<file path="src/rtl/alt_ddrx_lookahead_cache_if.sv">
// Bundle of the fetch/status signals that connect the lookahead cache to
// the bank/timer tracker (inputs) and the command-selection FSM (outputs).
interface alt_ddrx_lookahead_cache_if #(
    parameter int MEM_IF_CS_WIDTH      = 4,
    parameter int CTL_LOOK_AHEAD_DEPTH = 4,
    parameter int CTL_CMD_QUEUE_DEPTH  = 8,
    parameter int CNT_W                = 2
);
    localparam int D    = CTL_LOOK_AHEAD_DEPTH;
    localparam int SH_W = $clog2(CTL_LOOK_AHEAD_DEPTH + 2);

    logic [CNT_W-1:0]             fetch_count;
    logic                         ecc_fetch_error_addr;
    logic                         flush;
    logic [CTL_CMD_QUEUE_DEPTH:0] cmd_is_valid;

    logic [MEM_IF_CS_WIDTH-1:0] in_cs_all_banks_closed;
    logic [MEM_IF_CS_WIDTH-1:0] in_cs_can_precharge_all;
    logic [MEM_IF_CS_WIDTH-1:0] in_cs_can_refresh;
    logic [MEM_IF_CS_WIDTH-1:0] in_cs_can_self_refresh;
    logic [MEM_IF_CS_WIDTH-1:0] in_cs_can_power_down;
    logic [MEM_IF_CS_WIDTH-1:0] in_cs_can_exit_power_saving_mode;
    logic [MEM_IF_CS_WIDTH-1:0] in_cs_zq_cal_req;
    logic [MEM_IF_CS_WIDTH-1:0] in_cs_power_down_req;
    logic [MEM_IF_CS_WIDTH-1:0] in_cs_refresh_req;

    logic [D:0] in_cmd_bank_is_open;
    logic [D:0] in_cmd_row_is_open;
    logic [D:0] in_cmd_can_write;
    logic [D:0] in_cmd_can_read;
    logic [D:0] in_cmd_can_activate;
    logic [D:0] in_cmd_can_precharge;

    logic [MEM_IF_CS_WIDTH-1:0] out_cs_all_banks_closed;
    logic [MEM_IF_CS_WIDTH-1:0] out_cs_can_precharge_all;
    logic [MEM_IF_CS_WIDTH-1:0] out_cs_can_refresh;
    logic [MEM_IF_CS_WIDTH-1:0] out_cs_can_self_refresh;
    logic [MEM_IF_CS_WIDTH-1:0] out_cs_can_power_down;
    logic [MEM_IF_CS_WIDTH-1:0] out_cs_can_exit_power_saving_mode;
    logic [MEM_IF_CS_WIDTH-1:0] out_cs_zq_cal_req;
    logic [MEM_IF_CS_WIDTH-1:0] out_cs_power_down_req;
    logic [MEM_IF_CS_WIDTH-1:0] out_cs_refresh_req;

    logic [D:0]      out_cmd_bank_is_open;
    logic [D:0]      out_cmd_row_is_open;
    logic [D:0]      out_cmd_can_write;
    logic [D:0]      out_cmd_can_read;
    logic [D:0]      out_cmd_can_activate;
    logic [D:0]      out_cmd_can_precharge;
    logic [D:0]      out_cmd_info_valid;
    logic [SH_W-1:0] out_status_shift;

    modport master (
        output fetch_count, ecc_fetch_error_addr, flush, cmd_is_valid,
        output in_cs_all_banks_closed, in_cs_can_precharge_all, in_cs_can_refresh,
        output in_cs_can_self_refresh, in_cs_can_power_down, in_cs_can_exit_power_saving_mode,
        output in_cs_zq_cal_req, in_cs_power_down_req, in_cs_refresh_req,
        output in_cmd_bank_is_open, in_cmd_row_is_open, in_cmd_can_write,
        output in_cmd_can_read, in_cmd_can_activate, in_cmd_can_precharge,
        input  out_cs_all_banks_closed, out_cs_can_precharge_all, out_cs_can_refresh,
        input  out_cs_can_self_refresh, out_cs_can_power_down, out_cs_can_exit_power_saving_mode,
        input  out_cs_zq_cal_req, out_cs_power_down_req, out_cs_refresh_req,
        input  out_cmd_bank_is_open, out_cmd_row_is_open, out_cmd_can_write,
        input  out_cmd_can_read, out_cmd_can_activate, out_cmd_can_precharge,
        input  out_cmd_info_valid, out_status_shift
    );

    modport slave (
        input  fetch_count, ecc_fetch_error_addr, flush, cmd_is_valid,
        input  in_cs_all_banks_closed, in_cs_can_precharge_all, in_cs_can_refresh,
        input  in_cs_can_self_refresh, in_cs_can_power_down, in_cs_can_exit_power_saving_mode,
        input  in_cs_zq_cal_req, in_cs_power_down_req, in_cs_refresh_req,
        input  in_cmd_bank_is_open, in_cmd_row_is_open, in_cmd_can_write,
        input  in_cmd_can_read, in_cmd_can_activate, in_cmd_can_precharge,
        output out_cs_all_banks_closed, out_cs_can_precharge_all, out_cs_can_refresh,
        output out_cs_can_self_refresh, out_cs_can_power_down, out_cs_can_exit_power_saving_mode,
        output out_cs_zq_cal_req, out_cs_power_down_req, out_cs_refresh_req,
        output out_cmd_bank_is_open, out_cmd_row_is_open, out_cmd_can_write,
        output out_cmd_can_read, out_cmd_can_activate, out_cmd_can_precharge,
        output out_cmd_info_valid, out_status_shift
    );
endinterface

</file>
<file path="src/rtl/alt_ddrx_lookahead_cache.sv">
// Lookahead command-status cache: realigns tracker status vectors to the
// post-fetch queue order (including tracker lag) and generates the
// current-command info-valid with post-fetch / post-ECC deassert windows.
module alt_ddrx_lookahead_cache #(
    parameter int MEM_IF_CS_WIDTH      = 4,
    parameter int CTL_LOOK_AHEAD_DEPTH = 4,
    parameter int CTL_CMD_QUEUE_DEPTH  = 8,
    parameter int FETCH_MAX            = 2,
    parameter int CNT_W                = 2,
    parameter int STATUS_LATENCY       = 0,
    parameter int ROW_LATENCY          = 1,
    parameter int FETCH_GAP            = 1,
    parameter int ECC_GAP              = 1
) (
    input  logic                         ctl_clk,
    input  logic                         ctl_reset_n,
    alt_ddrx_lookahead_cache_if.slave    bus
);
    localparam int D       = CTL_LOOK_AHEAD_DEPTH;
    localparam int SH_W    = $clog2(D + 2);
    localparam int HIST_D  = (STATUS_LATENCY > ROW_LATENCY) ? STATUS_LATENCY : ROW_LATENCY;
    localparam int HD      = (HIST_D > 0) ? HIST_D : 1;
    localparam int MAX_GAP = (FETCH_GAP > ECC_GAP) ? FETCH_GAP : ECC_GAP;
    localparam int HOLD_W  = (MAX_GAP > 1) ? $clog2(MAX_GAP) : 1;
    localparam int unsigned SAT = D + 1;

    localparam logic [CNT_W-1:0]  FMAX_C = CNT_W'(FETCH_MAX);
    localparam logic [HOLD_W-1:0] FG_M1  = HOLD_W'(FETCH_GAP - 1);
    localparam logic [HOLD_W-1:0] EG_M1  = HOLD_W'(ECC_GAP - 1);
    localparam logic [HOLD_W-1:0] MG_M1  = HOLD_W'(MAX_GAP - 1);

    // Total queue movement seen by a tracker output that lags by 'taps'
    // cycles: this cycle's fetch plus the last 'taps' fetches, capped at D+1
    // (everything shifted out).
    function automatic logic [SH_W-1:0] sat_shift(
        input logic [CNT_W-1:0]         now,
        input logic [HD-1:0][CNT_W-1:0] hist,
        input int unsigned              taps
    );
        int unsigned acc;
        acc = 32'(now);
        for (int unsigned k = 0; k < HD; k++) begin
            if (k < taps) acc = acc + 32'(hist[k]);
        end
        if (acc > SAT) acc = SAT;
        return SH_W'(acc);
    endfunction

    logic [CNT_W-1:0]         fc_sat;
    logic                     fetch_ev;
    logic                     any_ev;
    logic [HD-1:0][CNT_W-1:0] hist_q, hist_d, hist_view;
    logic [HOLD_W-1:0]        hold_cnt_q, hold_cnt_d;
    logic                     pending_q, pending_d;
    logic                     valid_r_q, valid_r_d;
    logic                     valid0;
    logic [SH_W-1:0]          shift_s, shift_r;
    logic [CTL_CMD_QUEUE_DEPTH:0] cmd_valid_sh;

    assign fc_sat   = (bus.fetch_count > FMAX_C) ? FMAX_C : bus.fetch_count;
    assign fetch_ev = (bus.fetch_count != '0);
    assign any_ev   = fetch_ev | bus.ecc_fetch_error_addr;

    // A flush cycle realigns with its own fetch only; history is discarded.
    assign hist_view = bus.flush ? '0 : hist_q;
    assign shift_s   = sat_shift(fc_sat, hist_view, STATUS_LATENCY);
    assign shift_r   = sat_shift(fc_sat, hist_view, ROW_LATENCY);

    // Fetch history shift register (newest at index 0), cleared by flush.
    always_comb begin
        hist_d    = '0;
        hist_d[0] = fc_sat;
        for (int k = 1; k < HD; k++) hist_d[k] = hist_q[k-1];
        if (HIST_D == 0 || bus.flush) hist_d = '0;
    end

    // Current-command valid: low on events and while a gap is running.
    always_comb begin
        valid0 = valid_r_q;
        if (bus.flush)              valid0 = 1'b0;
        else if (any_ev)            valid0 = 1'b0;
        else if (hold_cnt_q != '0)  valid0 = 1'b0;
        else if (pending_q)         valid0 = 1'b1;
    end

    // Gap counter / pending / registered valid next-state.
    always_comb begin
        logic [HOLD_W-1:0] gap_m1;
        logic [HOLD_W-1:0] hold_dec;
        hold_cnt_d = hold_cnt_q;
        pending_d  = pending_q;
        valid_r_d  = valid0;
        gap_m1     = EG_M1;
        hold_dec   = (hold_cnt_q != '0) ? hold_cnt_q - HOLD_W'(1) : '0;
        if (fetch_ev && bus.ecc_fetch_error_addr) gap_m1 = MG_M1;
        else if (fetch_ev)                        gap_m1 = FG_M1;
        if (bus.flush) begin
            hold_cnt_d = '0;
            pending_d  = 1'b0;
            valid_r_d  = 1'b0;
        end else if (any_ev) begin
            // An overlapping event never shortens a window already running.
            hold_cnt_d = (hold_dec > gap_m1) ? hold_dec : gap_m1;
            pending_d  = 1'b1;
        end else begin
            if (hold_cnt_q != '0) hold_cnt_d = hold_cnt_q - HOLD_W'(1);
            if (valid0)           pending_d  = 1'b0;
        end
    end

    // State registers with asynchronous clear.
    always_ff @(posedge ctl_clk or negedge ctl_reset_n) begin
        if (!ctl_reset_n) begin
            hist_q     <= '0;
            hold_cnt_q <= '0;
            pending_q  <= 1'b0;
            valid_r_q  <= 1'b0;
        end else begin
            hist_q     <= hist_d;
            hold_cnt_q <= hold_cnt_d;
            pending_q  <= pending_d;
            valid_r_q  <= valid_r_d;
        end
    end

    // Realigned lookahead status: entry i takes the tracker entry i+S.
    assign bus.out_cmd_bank_is_open  = bus.in_cmd_bank_is_open  >> shift_s;
    assign bus.out_cmd_row_is_open   = bus.in_cmd_row_is_open   >> shift_r;
    assign bus.out_cmd_can_write     = bus.in_cmd_can_write     >> shift_s;
    assign bus.out_cmd_can_read      = bus.in_cmd_can_read      >> shift_s;
    assign bus.out_cmd_can_activate  = bus.in_cmd_can_activate  >> shift_s;
    assign bus.out_cmd_can_precharge = bus.in_cmd_can_precharge >> shift_s;
    assign bus.out_status_shift      = shift_s;

    assign cmd_valid_sh = bus.cmd_is_valid >> shift_s;

    // Info-valid: lookahead entries from the shifted queue valids; entry 0
    // is additionally gated by the current-command valid.
    always_comb begin
        bus.out_cmd_info_valid = bus.cmd_is_valid[D:0] >> shift_s;
        if (shift_s == '0) bus.out_cmd_info_valid[0] = valid0;
        else               bus.out_cmd_info_valid[0] = cmd_valid_sh[0] & valid0;
    end

    assign bus.out_cs_all_banks_closed           = bus.in_cs_all_banks_closed;
    assign bus.out_cs_can_precharge_all          = bus.in_cs_can_precharge_all;
    assign bus.out_cs_can_refresh                = bus.in_cs_can_refresh;
    assign bus.out_cs_can_self_refresh           = bus.in_cs_can_self_refresh;
    assign bus.out_cs_can_power_down             = bus.in_cs_can_power_down;
    assign bus.out_cs_can_exit_power_saving_mode = bus.in_cs_can_exit_power_saving_mode;
    assign bus.out_cs_zq_cal_req                 = bus.in_cs_zq_cal_req;
    assign bus.out_cs_power_down_req             = bus.in_cs_power_down_req;
    assign bus.out_cs_refresh_req                = bus.in_cs_refresh_req;
endmodule

</file>
<file path="src/flat_wrapper.sv">
// flat-port wrapper written by rule: the top's interface ports become plain ports
module alt_ddrx_lookahead_cache_flat 
#(
    parameter int MEM_IF_CS_WIDTH      = 4,
    parameter int CTL_LOOK_AHEAD_DEPTH = 4,
    parameter int CTL_CMD_QUEUE_DEPTH  = 8,
    parameter int FETCH_MAX            = 2,
    parameter int CNT_W                = 2,
    parameter int STATUS_LATENCY       = 0,
    parameter int ROW_LATENCY          = 1,
    parameter int FETCH_GAP            = 1,
    parameter int ECC_GAP              = 1
)
  (ctl_clk, ctl_reset_n, bus_fetch_count, bus_ecc_fetch_error_addr, bus_flush, bus_cmd_is_valid, bus_in_cs_all_banks_closed, bus_in_cs_can_precharge_all, bus_in_cs_can_refresh, bus_in_cs_can_self_refresh, bus_in_cs_can_power_down, bus_in_cs_can_exit_power_saving_mode, bus_in_cs_zq_cal_req, bus_in_cs_power_down_req, bus_in_cs_refresh_req, bus_in_cmd_bank_is_open, bus_in_cmd_row_is_open, bus_in_cmd_can_write, bus_in_cmd_can_read, bus_in_cmd_can_activate, bus_in_cmd_can_precharge, bus_out_cs_all_banks_closed, bus_out_cs_can_precharge_all, bus_out_cs_can_refresh, bus_out_cs_can_self_refresh, bus_out_cs_can_power_down, bus_out_cs_can_exit_power_saving_mode, bus_out_cs_zq_cal_req, bus_out_cs_power_down_req, bus_out_cs_refresh_req, bus_out_cmd_bank_is_open, bus_out_cmd_row_is_open, bus_out_cmd_can_write, bus_out_cmd_can_read, bus_out_cmd_can_activate, bus_out_cmd_can_precharge, bus_out_cmd_info_valid, bus_out_status_shift);
  alt_ddrx_lookahead_cache_if #(.MEM_IF_CS_WIDTH(MEM_IF_CS_WIDTH), .CTL_LOOK_AHEAD_DEPTH(CTL_LOOK_AHEAD_DEPTH), .CTL_CMD_QUEUE_DEPTH(CTL_CMD_QUEUE_DEPTH), .CNT_W(CNT_W)) bus_i ();
  input  logic ctl_clk;
  input  logic ctl_reset_n;
  input wire logic [$bits(bus_i.fetch_count)-1:0] bus_fetch_count;
  input wire logic [$bits(bus_i.ecc_fetch_error_addr)-1:0] bus_ecc_fetch_error_addr;
  input wire logic [$bits(bus_i.flush)-1:0] bus_flush;
  input wire logic [$bits(bus_i.cmd_is_valid)-1:0] bus_cmd_is_valid;
  input wire logic [$bits(bus_i.in_cs_all_banks_closed)-1:0] bus_in_cs_all_banks_closed;
  input wire logic [$bits(bus_i.in_cs_can_precharge_all)-1:0] bus_in_cs_can_precharge_all;
  input wire logic [$bits(bus_i.in_cs_can_refresh)-1:0] bus_in_cs_can_refresh;
  input wire logic [$bits(bus_i.in_cs_can_self_refresh)-1:0] bus_in_cs_can_self_refresh;
  input wire logic [$bits(bus_i.in_cs_can_power_down)-1:0] bus_in_cs_can_power_down;
  input wire logic [$bits(bus_i.in_cs_can_exit_power_saving_mode)-1:0] bus_in_cs_can_exit_power_saving_mode;
  input wire logic [$bits(bus_i.in_cs_zq_cal_req)-1:0] bus_in_cs_zq_cal_req;
  input wire logic [$bits(bus_i.in_cs_power_down_req)-1:0] bus_in_cs_power_down_req;
  input wire logic [$bits(bus_i.in_cs_refresh_req)-1:0] bus_in_cs_refresh_req;
  input wire logic [$bits(bus_i.in_cmd_bank_is_open)-1:0] bus_in_cmd_bank_is_open;
  input wire logic [$bits(bus_i.in_cmd_row_is_open)-1:0] bus_in_cmd_row_is_open;
  input wire logic [$bits(bus_i.in_cmd_can_write)-1:0] bus_in_cmd_can_write;
  input wire logic [$bits(bus_i.in_cmd_can_read)-1:0] bus_in_cmd_can_read;
  input wire logic [$bits(bus_i.in_cmd_can_activate)-1:0] bus_in_cmd_can_activate;
  input wire logic [$bits(bus_i.in_cmd_can_precharge)-1:0] bus_in_cmd_can_precharge;
  output wire logic [$bits(bus_i.out_cs_all_banks_closed)-1:0] bus_out_cs_all_banks_closed;
  output wire logic [$bits(bus_i.out_cs_can_precharge_all)-1:0] bus_out_cs_can_precharge_all;
  output wire logic [$bits(bus_i.out_cs_can_refresh)-1:0] bus_out_cs_can_refresh;
  output wire logic [$bits(bus_i.out_cs_can_self_refresh)-1:0] bus_out_cs_can_self_refresh;
  output wire logic [$bits(bus_i.out_cs_can_power_down)-1:0] bus_out_cs_can_power_down;
  output wire logic [$bits(bus_i.out_cs_can_exit_power_saving_mode)-1:0] bus_out_cs_can_exit_power_saving_mode;
  output wire logic [$bits(bus_i.out_cs_zq_cal_req)-1:0] bus_out_cs_zq_cal_req;
  output wire logic [$bits(bus_i.out_cs_power_down_req)-1:0] bus_out_cs_power_down_req;
  output wire logic [$bits(bus_i.out_cs_refresh_req)-1:0] bus_out_cs_refresh_req;
  output wire logic [$bits(bus_i.out_cmd_bank_is_open)-1:0] bus_out_cmd_bank_is_open;
  output wire logic [$bits(bus_i.out_cmd_row_is_open)-1:0] bus_out_cmd_row_is_open;
  output wire logic [$bits(bus_i.out_cmd_can_write)-1:0] bus_out_cmd_can_write;
  output wire logic [$bits(bus_i.out_cmd_can_read)-1:0] bus_out_cmd_can_read;
  output wire logic [$bits(bus_i.out_cmd_can_activate)-1:0] bus_out_cmd_can_activate;
  output wire logic [$bits(bus_i.out_cmd_can_precharge)-1:0] bus_out_cmd_can_precharge;
  output wire logic [$bits(bus_i.out_cmd_info_valid)-1:0] bus_out_cmd_info_valid;
  output wire logic [$bits(bus_i.out_status_shift)-1:0] bus_out_status_shift;
  assign bus_i.fetch_count = bus_fetch_count;
  assign bus_i.ecc_fetch_error_addr = bus_ecc_fetch_error_addr;
  assign bus_i.flush = bus_flush;
  assign bus_i.cmd_is_valid = bus_cmd_is_valid;
  assign bus_i.in_cs_all_banks_closed = bus_in_cs_all_banks_closed;
  assign bus_i.in_cs_can_precharge_all = bus_in_cs_can_precharge_all;
  assign bus_i.in_cs_can_refresh = bus_in_cs_can_refresh;
  assign bus_i.in_cs_can_self_refresh = bus_in_cs_can_self_refresh;
  assign bus_i.in_cs_can_power_down = bus_in_cs_can_power_down;
  assign bus_i.in_cs_can_exit_power_saving_mode = bus_in_cs_can_exit_power_saving_mode;
  assign bus_i.in_cs_zq_cal_req = bus_in_cs_zq_cal_req;
  assign bus_i.in_cs_power_down_req = bus_in_cs_power_down_req;
  assign bus_i.in_cs_refresh_req = bus_in_cs_refresh_req;
  assign bus_i.in_cmd_bank_is_open = bus_in_cmd_bank_is_open;
  assign bus_i.in_cmd_row_is_open = bus_in_cmd_row_is_open;
  assign bus_i.in_cmd_can_write = bus_in_cmd_can_write;
  assign bus_i.in_cmd_can_read = bus_in_cmd_can_read;
  assign bus_i.in_cmd_can_activate = bus_in_cmd_can_activate;
  assign bus_i.in_cmd_can_precharge = bus_in_cmd_can_precharge;
  assign bus_out_cs_all_banks_closed = bus_i.out_cs_all_banks_closed;
  assign bus_out_cs_can_precharge_all = bus_i.out_cs_can_precharge_all;
  assign bus_out_cs_can_refresh = bus_i.out_cs_can_refresh;
  assign bus_out_cs_can_self_refresh = bus_i.out_cs_can_self_refresh;
  assign bus_out_cs_can_power_down = bus_i.out_cs_can_power_down;
  assign bus_out_cs_can_exit_power_saving_mode = bus_i.out_cs_can_exit_power_saving_mode;
  assign bus_out_cs_zq_cal_req = bus_i.out_cs_zq_cal_req;
  assign bus_out_cs_power_down_req = bus_i.out_cs_power_down_req;
  assign bus_out_cs_refresh_req = bus_i.out_cs_refresh_req;
  assign bus_out_cmd_bank_is_open = bus_i.out_cmd_bank_is_open;
  assign bus_out_cmd_row_is_open = bus_i.out_cmd_row_is_open;
  assign bus_out_cmd_can_write = bus_i.out_cmd_can_write;
  assign bus_out_cmd_can_read = bus_i.out_cmd_can_read;
  assign bus_out_cmd_can_activate = bus_i.out_cmd_can_activate;
  assign bus_out_cmd_can_precharge = bus_i.out_cmd_can_precharge;
  assign bus_out_cmd_info_valid = bus_i.out_cmd_info_valid;
  assign bus_out_status_shift = bus_i.out_status_shift;
  alt_ddrx_lookahead_cache #(.MEM_IF_CS_WIDTH(MEM_IF_CS_WIDTH), .CTL_LOOK_AHEAD_DEPTH(CTL_LOOK_AHEAD_DEPTH), .CTL_CMD_QUEUE_DEPTH(CTL_CMD_QUEUE_DEPTH), .FETCH_MAX(FETCH_MAX), .CNT_W(CNT_W), .STATUS_LATENCY(STATUS_LATENCY), .ROW_LATENCY(ROW_LATENCY), .FETCH_GAP(FETCH_GAP), .ECC_GAP(ECC_GAP)) u_core (.ctl_clk(ctl_clk), .ctl_reset_n(ctl_reset_n), .bus(bus_i));
endmodule
</file>
<file path="config.mk">
export PLATFORM = sky130hd
export DESIGN_NAME = alt_ddrx_lookahead_cache_flat
export DESIGN_NICKNAME = d
export VERILOG_FILES = /design/src/rtl/alt_ddrx_lookahead_cache_if.sv /design/src/rtl/alt_ddrx_lookahead_cache.sv /design/src/flat_wrapper.sv
export SDC_FILE = /design/constraint.sdc
export NUM_CORES = 1
export LEC_CHECK = 0
export BUFFER_PORTS_ARGS = -buffer_cell sky130_fd_sc_hd__buf_2
export CAP_MARGIN = 20
export CORE_MARGIN = 3
export CORE_UTILIZATION = 33
export CTS_CLUSTER_SIZE = 40
export DETAILED_ROUTE_END_ITERATION = 8
export PLACE_DENSITY = 0.93
export SYNTH_ARGS = -nofsm -noshare
export SYNTH_HDL_FRONTEND = slang
export SYNTH_SLANG_ARGS = --single-unit
</file>
<file path="constraint.sdc">
create_clock -name ctl_clk -period 3.13 [get_ports ctl_clk]
set_clock_uncertainty 0.05 [all_clocks]
set_input_delay 0.1565 -clock ctl_clk [delete_from_list [all_inputs] [get_ports ctl_clk]]
set_output_delay 0.1565 -clock ctl_clk [all_outputs]
set_load 0.01 [all_outputs]
</file>
==> results of run 1 <==
==> worst max-delay path: cells and delay by family (launching register included) <==
kind	cells	cell delay (ns)
muxes	2	0.60
adders and majority gates	1	0.43
DFF	1	0.35
and+or+nand+nor	1	0.15
xor gates and xnor gates	1	0.15
buffers and inverters	1	0.14
==> area by class of cell <==
cell class,instances,area [µm²],share of cell area (%)
sequential,4,100,8.08
multi-input combinational,98,656,52.9
clock buffer,3,22.5,1.82
tap,44,55.1,4.44
timing repair buffer,79,405,32.7
==> where the power goes <==
| group | internal, mW | leakage [nW] | total, mW | switching, mW |
|---|---|---|---|---|
| clock network | 0.0428 | 0.0138 | 0.0625 | 0.0197 |
| registers | 0.0542 | 0.0522 | 0.0547 | 0.000499 |
| logic | 0.0820 | 0.647 | 0.174 | 0.0918 |
==> sequential cells by signal, summed over array words and instances (netlist names) <==
| signal | count |
|---|---|
| u_core.valid_r_q | 1 |
| u_core.pending_q | 1 |
| u_core.hist_q | 2 |
==> worst paths after layout <==
kind                       depth (start not counted)                      endpoint                          from
max in group asynchronous                          2  u_core.pending_q$_DFFE_PN0P_                   ctl_reset_n
max                                                6    bus_out_cmd_row_is_open[0]    u_core.hist_q[1]$_DFF_PN0_
min in group asynchronous                          2    u_core.hist_q[0]$_DFF_PN0_                   ctl_reset_n
min                                                3  u_core.pending_q$_DFFE_PN0P_      bus_ecc_fetch_error_addr
min reg2reg                                        2    u_core.valid_r_q$_DFF_PN0_    u_core.valid_r_q$_DFF_PN0_
max reg2reg                                        2    u_core.valid_r_q$_DFF_PN0_  u_core.pending_q$_DFFE_PN0P_
==> timing repair <==
item	CTS	global route
hold buffers	1	0
buffers inserted	0	0
hold endpoints to repair	4	0
==> cells in the mapped netlist <==
cell type	instances
nor3b_1	2
ha_1	2
o21ai_1	14
mux2i_1	24
xor2_1	1
dfrtp_1	4
mux2_2	1
a211oi_1	4
clkbuf_1	3
o21ai_0	3
nor3_1	3
mux4_2	1
nor2_1	10
buf_4	39
buf_1	3
nor2b_1	7
conb_1	1
nand2b_2	1
buf_6	1
nand2_1	17
a21o_1	1
and2_1	6
buf_2	2
==> cell families after synthesis <==
family          share of synthesized area [%]
flops                                    9.16
simple gates                             20.3
xor+xnor                                0.802
other cells                             0.343
buf+inv                                  30.8
mux                                      25.1
compound gates                           11.2
fa+ha+maj                                2.29
==> routing by layer <==
| layer | wire [µm] | vias to the layer above | track usage, % |
|---|---|---|---|
| li1 | - | 532 | - |
| met1 | 978 | 462 | 13.5 |
| met2 | 1380 | 64 | 26.5 |
| met3 | 320 | 8 | 3.57 |
| met4 | 49 | 0 | 5.93 |
| met5 | 0 | - | 0 |
==> flow_summary.toml, run 1 <==
[worst_setup_path]
required_ns = 2.92
arrival_ns = 2.06
critPathSlowestCell = "ha_1"
critPathLaunchType = "flip-flop"
cp-end-kind = "primary output"
cp_max_fo = 8
path_class = "flip-flop to primary output"
cp_cell_sequence = "nor2b_1, xor2_1, ha_1, mux4_2, mux2_2, buf_2"
max_stage_delay_ns = 0.43
r2r_slack_ns = 2.41

[cts]
cts.sinks = 4
numCtsBuffers = 3
clock_latency_ns = 0.23
cts_resized = 0
cts_tree = "built"
clock_path_buffers = 2
htreeDepth = 1
clk_pin_slew_ns = 0.04
cts-root-buf = "clkbuf_4"

[floorplanning]
die_area_um2 = 4040
rows = 20
chipHeight_um = 63.5
top_level_ports = 155
core_um2 = 3100
die_w_um = 63.5
start_util_pct = 35.2

[sta]
rsz0062_at_grt = "false"
setup-tns-final_ns = 0
worst_hold_slack_ns = 0.112
hold_viol_final = 0
tightest_slew_ns = 0.523
max_freq_mhz = 442
slew_headroom_pct = 65.0
finalCritPeriodShare_pct = 72.3
finalCriticalPeriod_ns = 2.26
setup_viol = 0
timing.final.ws_setup_ns = 0.866
maxSlewViolCount = 0

[layout]
fillerInstances = 354
fin_util_pct = 39.9
layout_commonest_cell = "buf_2"
most-common-layout-cells = "buf_2 (76), mux2i_1 (24), nand2_1 (17)"
syn2layout_area_growth_pct = 13.4
drive_above_1_share_pct = 45.7
final_area_um2 = 1240
fin_cells = 228
layout.nets = 269
diodes = 0

[power]
powerDensity_nw_per_um2 = 235
power.total_mw = 0.291
power_leakage_nw = 0.713
ir_worst_vdd_mv = 0.104

[route]
firstDrtPassIters = 4
drt_wl_total_um = 2730
route.detailed.drc = 0
ant_nets = 0
viasPerCell = 4.68
drt_iter0_drc = 34
vias = 1066
wl_per_cell_um = 12.0

[logic_synthesis]
ys_top_cells_by_area = "buf_4 (27%), mux2i_1 (22%), dfrtp_1 (9.2%)"
synth_fp_nets = 233
synth-seq-cells = 4
synth_largest_area_cell = "buf_4"
synth.distinct_cells = 23
ys_seq_area_share_pct = 9.16
synth_area_um2 = 1090
yosysWarnings = 0
syn_area_per_cell_um2 = 7.28
yosysTopAreaCellShare_pct = 26.8
synthCells = 150

[placed_design]
portBuffers = 76
dpl_cell_area_um2 = 1210
dpl.hpwl_um = 2240
pre_cts_ws_ns = 1.01
globalplace.congestion = 0.687
placedCellCount = 224

[grt]
grt_pass1_vias = 1030
grt_pass1_wl_um = 4500
overflow = 0
grt_antenna_before_repair = 0
grt_max_degree = 33
grt_usage_pct = 13.7

[hold_path]
min_path_type = "primary input to flip-flop"

[run]
maxCapViolations = 0

[run_status]
outcome = "finished clean"
(Power assumes the default switching activity.)
==> run 2, diff against run 1 <==
--- a/config.mk
+++ b/config.mk
@@ -8,10 +8,10 @@
 export BUFFER_PORTS_ARGS = -buffer_cell sky130_fd_sc_hd__buf_2
 export CAP_MARGIN = 20
 export CORE_MARGIN = 3
-export CORE_UTILIZATION = 33
+export CORE_UTILIZATION = 28
 export CTS_CLUSTER_SIZE = 40
 export DETAILED_ROUTE_END_ITERATION = 8
-export PLACE_DENSITY = 0.93
+export PLACE_DENSITY = 0.84
 export SYNTH_ARGS = -nofsm -noshare
 export SYNTH_HDL_FRONTEND = slang
 export SYNTH_SLANG_ARGS = --single-unit
==> constraint.sdc (replaced) <==
create_clock -name ctl_clk -period 1.9 [get_ports ctl_clk]
set_clock_uncertainty 0.05 [all_clocks]
set_input_delay 0.095 -clock ctl_clk [delete_from_list [all_inputs] [get_ports ctl_clk]]
set_output_delay 0.095 -clock ctl_clk [all_outputs]
set_load 0.01 [all_outputs]
==> run 2 against run 1 <==
The flow now finishes with violations (setup timing). Global-route usage shrank 1.9 points. Wire length grew 8.0%. Cell area grew 9.1%. Critical path depth shrank 1. Critical path type unchanged.
==> flow_summary.toml, run 2 (synthesized netlist as in run 1, its figures left out) <==
[layout]
layout.nets = 272
final_area_um2 = 1350
diodes = 0
regMostFlops = "u_core.hist_q"
largest_reg_flops = 2
syn2layout_area_growth_pct = 23.7
fin_util_pct = 36.4
layout_commonest_cell = "buf_2"
top_regs = "u_core.hist_q x2, u_core.pending_q x1, u_core.valid_r_q x1"
drive_above_1_share_pct = 49.7
fillerInstances = 405
most-common-layout-cells = "buf_2 (75), mux2i_1 (24), nand2_1 (17)"

[worst_setup_path]
r2r_slack_ns = 1.15
cp-end-kind = "primary output"
reg2reg_depth = 2
cp_max_fo = 2
crit_start = "u_core.hist_q[0]$_DFF_PN0_"
arrival_ns = 1.85
r2r_start = "u_core.pending_q$_DFFE_PN0P_"
cp-endpoint = "bus_out_cmd_row_is_open[0]"
path_class = "flip-flop to primary output"
required_ns = 1.75
critPathLaunchType = "flip-flop"
r2r-end = "u_core.valid_r_q$_DFF_PN0_"

[sta]
worst_hold_slack_ns = 0.0741
setup_viol = 1
hold_viol_final = 0
finalCritPeriodShare_pct = 105
maxSlewViolCount = 0
max_freq_mhz = 501
setup-tns-final_ns = -0.0978
rsz0062_at_grt = "true"
finalCriticalPeriod_ns = 2.00
timing.final.ws_setup_ns = -0.0978

[run_status]
violations = "setup timing"
outcome = "finished with violations"

[route]
firstDrtPassIters = 4
route.detailed.drc = 0
wl_per_cell_um = 12.5
drt_iter0_drc = 27
vias = 1082
drt_wl_total_um = 2940
viasPerCell = 4.60
ant_nets = 0

[placed_design]
portBuffers = 76
dpl.hpwl_um = 2420
globalplace.congestion = 0.754
dpl_cell_area_um2 = 1230

[grt]
grt_antenna_before_repair = 0
grt_pass1_wl_um = 4170
grt_usage_pct = 11.8
grt_max_degree = 44
grt_pass1_vias = 940
overflow = 0

[run]
maxCapViolations = 0

[power]
powerDensity_nw_per_um2 = 429
power_leakage_nw = 0.745
ir_worst_vdd_mv = 0.218

[cts]
clock_latency_ns = 0.21
cts.sinks = 4
clock_path_buffers = 2
cts-root-buf = "clkbuf_8"
numCtsBuffers = 3
htreeDepth = 1
cts_tree = "built"
clk_pin_slew_ns = 0.03

[floorplanning]
chipHeight_um = 68.5
rows = 22
start_util_pct = 29.4
core_um2 = 3720
die_area_um2 = 4690
top_level_ports = 155
die_w_um = 68.5

[hold_path]
min_path_type = "primary input to flip-flop"
## run 2: cell count changes in the layout (fill, tap and decap cells not counted), sizes merged
cell / before / now
buf: 78 / 81
## run 2: worst max-delay path, stage by stage (launching register included)
cell     delay [ns]
dfrtp_1        0.35
nor2b_4        0.13
ha_4           0.27
mux4_2         0.48
mux2_4         0.28
buf_6          0.12
## run 2: where the power goes
part | total [mW] | leakage (nW) | internal, mW | switching (mW)
logic | 0.313 | 0.672 | 0.153 | 0.160
registers | 0.0905 | 0.0522 | 0.0894 | 0.00110
clock network | 0.176 | 0.0216 | 0.135 | 0.0413
## run 2: layout make-up
type / instances / area [µm²] / area share (%)
Tap cell: 48 / 60.1 / 4.44
Timing Repair Buffer: 82 / 438 / 32.4
Multi-Input combinational cell: 98 / 712 / 52.7
Sequential cell: 4 / 100 / 7.41
Clock buffer: 3 / 41.3 / 3.06
## run 2: repair_timing
action,CTS,global route
endpoints found under the setup margin,3,5
pin swaps,1,3
hold buffers,1,0
gates resized for setup,2,9
setup buffers,0,0
endpoints found under the hold margin,4,0
gates cloned,0,0
## run 2: worst min path at each step
stage,cells past startpoint,slack (ns),start,to
3_3_place_gp,1,-0.15,ctl_reset_n,u_core.hist_q[1]$_DFF_PN0_
4_1_cts,2,0.07,bus_flush,u_core.pending_q$_DFFE_PN0P_
5_1_grt,3,0.09,bus_ecc_fetch_error_addr,u_core.pending_q$_DFFE_PN0P_
6_report,3,0.07,bus_ecc_fetch_error_addr,u_core.pending_q$_DFFE_PN0P_
3_5_place_dp,1,-0.15,ctl_reset_n,u_core.pending_q$_DFFE_PN0P_
2_1_floorplan,0,-0.25,ctl_reset_n,u_core.hist_q[0]$_DFF_PN0_
## run 2: per-stage QoR
step                      setup WS, ns  total power, mW  std cells
after floorplan                 0.0263            0.338        150
after global placement          0.0894            0.381        231
after detailed placement        0.0600            0.387        231
after CTS                       -0.174            0.576        235
after global routing            -0.159            0.634        235
final                          -0.0978            0.580        235
## run 2: routing by layer
| layer | part of all wire, % | up-vias | GRT usage [%] |
|---|---|---|---|
| li1 | - | 537 | - |
| met1 | 36 | 469 | 12.3 |
| met2 | 51 | 68 | 23.0 |
| met3 | 12 | 8 | 1.81 |
| met4 | 1.4 | 0 | 4.96 |
| met5 | 0 | - | 0 |
==> run 3, diff against run 2 <==
--- a/config.mk
+++ b/config.mk
@@ -12,6 +12,7 @@
 export CTS_CLUSTER_SIZE = 40
 export DETAILED_ROUTE_END_ITERATION = 8
 export PLACE_DENSITY = 0.84
+export RECOVER_POWER = 100
 export SYNTH_ARGS = -nofsm -noshare
 export SYNTH_HDL_FRONTEND = slang
 export SYNTH_SLANG_ARGS = --single-unit
==> run 3 against run 2 <==
The flow still finishes with violations (setup timing). Via count did not move. Register-to-register slack barely moved. Cell area fell by 0.28%. Worst setup slack barely moved. Wire length barely moved. First-iteration DRC count did not move. Maximum frequency barely moved. Critical endpoint unchanged. Sequential share of layout area barely moved. Global-route usage did not move. Largest cell class unchanged. Die area did not move.
==> flow_summary.toml, run 3 (synthesized netlist as in run 1, its figures left out) <==
[layout]
regMostFlops = "u_core.hist_q"
syn2layout_area_growth_pct = 23.4
most-common-layout-cells = "buf_2 (74), mux2i_1 (24), nand2_1 (17)"
multi_input_area_um2 = 712
largest_reg_flops = 2
top_regs = "u_core.hist_q x2, u_core.pending_q x1, u_core.valid_r_q x1"
fillerInstances = 406
layout_commonest_cell = "buf_2"
layout.nets = 272
drive_above_1_share_pct = 49.2
final_area_um2 = 1350
register_area_um2 = 100
diodes = 0

[grt]
overflow = 0
grt_pass1_vias = 940
grt_pass1_wl_um = 4170
grt_max_degree = 44
grt_antenna_before_repair = 0
grt_usage_pct = 11.8

[placed_design]
portBuffers = 76
dpl_cell_area_um2 = 1230
globalplace.congestion = 0.754
dpl.hpwl_um = 2420

[worst_setup_path]
r2r-end = "u_core.valid_r_q$_DFF_PN0_"
r2r_start = "u_core.pending_q$_DFFE_PN0P_"
max_stage_delay_ns = 0.48
r2r_slack_ns = 1.15
critPathLaunchType = "flip-flop"
cp_max_fo = 2
cp-end-kind = "primary output"
required_ns = 1.75
critPathSlowestCell = "mux4_2"
path_class = "flip-flop to primary output"
reg2reg_depth = 2
cp_cell_sequence = "nor2b_4, ha_4, mux4_2, mux2_4, buf_6"
arrival_ns = 1.85

[sta]
slew_headroom_pct = 50.5
rsz0062_at_grt = "true"
hold_viol_final = 0
tightest_slew_ns = 0.742
finalCritPeriodShare_pct = 105
max_freq_mhz = 501
maxSlewViolCount = 0
timing.final.ws_setup_ns = -0.0978
setup-tns-final_ns = -0.0978
finalCriticalPeriod_ns = 2.00
setup_viol = 1

[floorplanning]
die_w_um = 68.5
die_area_um2 = 4690
start_util_pct = 29.4
top_level_ports = 155
core_um2 = 3720
rows = 22
chipHeight_um = 68.5

[run]
maxCapViolations = 0

[power]
p_sw_mw = 0.203
p_int_mw = 0.376
swShare_pct = 35.0
power.total_mw = 0.579
powerDensity_nw_per_um2 = 430
ir_worst_vdd_mv = 0.218
comb_power_share_pct = 54.0
p_clk_share_pct = 30.4
power.share.sequential_pct = 15.6
power_leakage_nw = 0.742

[route]
drt_wl_total_um = 2940
firstDrtPassIters = 4
route.detailed.drc = 0
vias = 1082
drt_iter0_drc = 27
viasPerCell = 4.60
wl_per_cell_um = 12.5
ant_nets = 0

[run_status]
outcome = "finished with violations"
violations = "setup timing"

[hold_path]
min_from = "bus_ecc_fetch_error_addr"
min_path_type = "primary input to flip-flop"
hold_end = "u_core.pending_q$_DFFE_PN0P_"
hold_path_depth = 3

[cts]
htreeDepth = 1
clock_latency_ns = 0.21
cts.sinks = 4
clk_pin_slew_ns = 0.03
numCtsBuffers = 3
clock_path_buffers = 2
cts_tree = "built"
cts-root-buf = "clkbuf_8"
-- run 3: changes by cell type in the layout (fill, tap and decap cells not counted) --
cell / before / now
clkbuf_2: 0 / 1
clkbuf_1: 0 / 1
buf_2: 75 / 74
buf_4: 4 / 3
-- run 3: worst max-delay path, delay by kind of cell, from the launching register on --
| kind | cells | cell delay, ns |
|---|---|---|
| multiplexers | 2 | 0.76 |
| flip-flops | 1 | 0.35 |
| adder cells (fa/ha/maj) | 1 | 0.27 |
| AND/OR/NAND/NOR | 1 | 0.13 |
| buffers and inverters | 1 | 0.12 |
-- run 3: metrics by stage --
stage          worst slack, ns  hold WS [ns]  instances  util [%]
2_1_floorplan           0.0263        -0.251        150         -
3_3_place_gp            0.0894        -0.149        231      33.2
3_5_place_dp            0.0600        -0.148        231      33.2
4_1_cts                 -0.174        0.0747        235      34.8
5_1_grt                 -0.159        0.0909        235      36.3
6_report               -0.0978        0.0741        235      36.3
-- run 3: power by group through the flow --
stage          clock network (mW)  registers (mW)  logic, mW
6_report                    0.176          0.0905      0.312
3_5_place_dp                    0          0.0914      0.296
4_1_cts                     0.181          0.0904      0.305
3_3_place_gp                    0          0.0909      0.290
2_1_floorplan                   0          0.0908      0.247
5_1_grt                     0.191          0.0906      0.351
-- run 3: layout make-up --
class,count,share of cell area (%)
Sequential cell,4,7.43
Clock buffer,3,3.06
Multi-Input combinational cell,98,52.8
Tap cell,48,4.46
Timing Repair Buffer,82,32.2
-- run 3: worst max path at each step --
| stage | cells after the start | from | slack (ns) | to |
|---|---|---|---|---|
| after global routing | 5 | u_core.hist_q[0]$_DFF_PN0_ | -0.16 | bus_out_cmd_row_is_open[0] |
| after global placement | 5 | u_core.hist_q[0]$_DFF_PN0_ | 0.09 | bus_out_cmd_row_is_open[0] |
| after floorplan | 7 | bus_fetch_count[0] | 0.03 | bus_out_cmd_row_is_open[0] |
| after detailed placement | 5 | u_core.hist_q[0]$_DFF_PN0_ | 0.06 | bus_out_cmd_row_is_open[0] |
| final | 5 | u_core.hist_q[0]$_DFF_PN0_ | -0.1 | bus_out_cmd_row_is_open[0] |
| after CTS | 5 | u_core.hist_q[0]$_DFF_PN0_ | -0.17 | bus_out_cmd_row_is_open[0] |
-- run 3: what timing repair did --
item	in CTS	in global routing
gates resized for setup	2	9
buffers inserted	0	0
hold endpoints to repair	4	0
hold buffers	1	0
setup endpoints to repair	3	5
pin swaps	1	3
-- run 3: per-layer routing --
metal / vias to the layer above / wire, µm / GRT usage (%)
met3: 8 / 341 / 1.81
met4: 0 / 40 / 4.96
met1: 470 / 1060 / 12.3
met2: 68 / 1500 / 23.0
li1: 536 / - / -
met5: - / 0 / 0
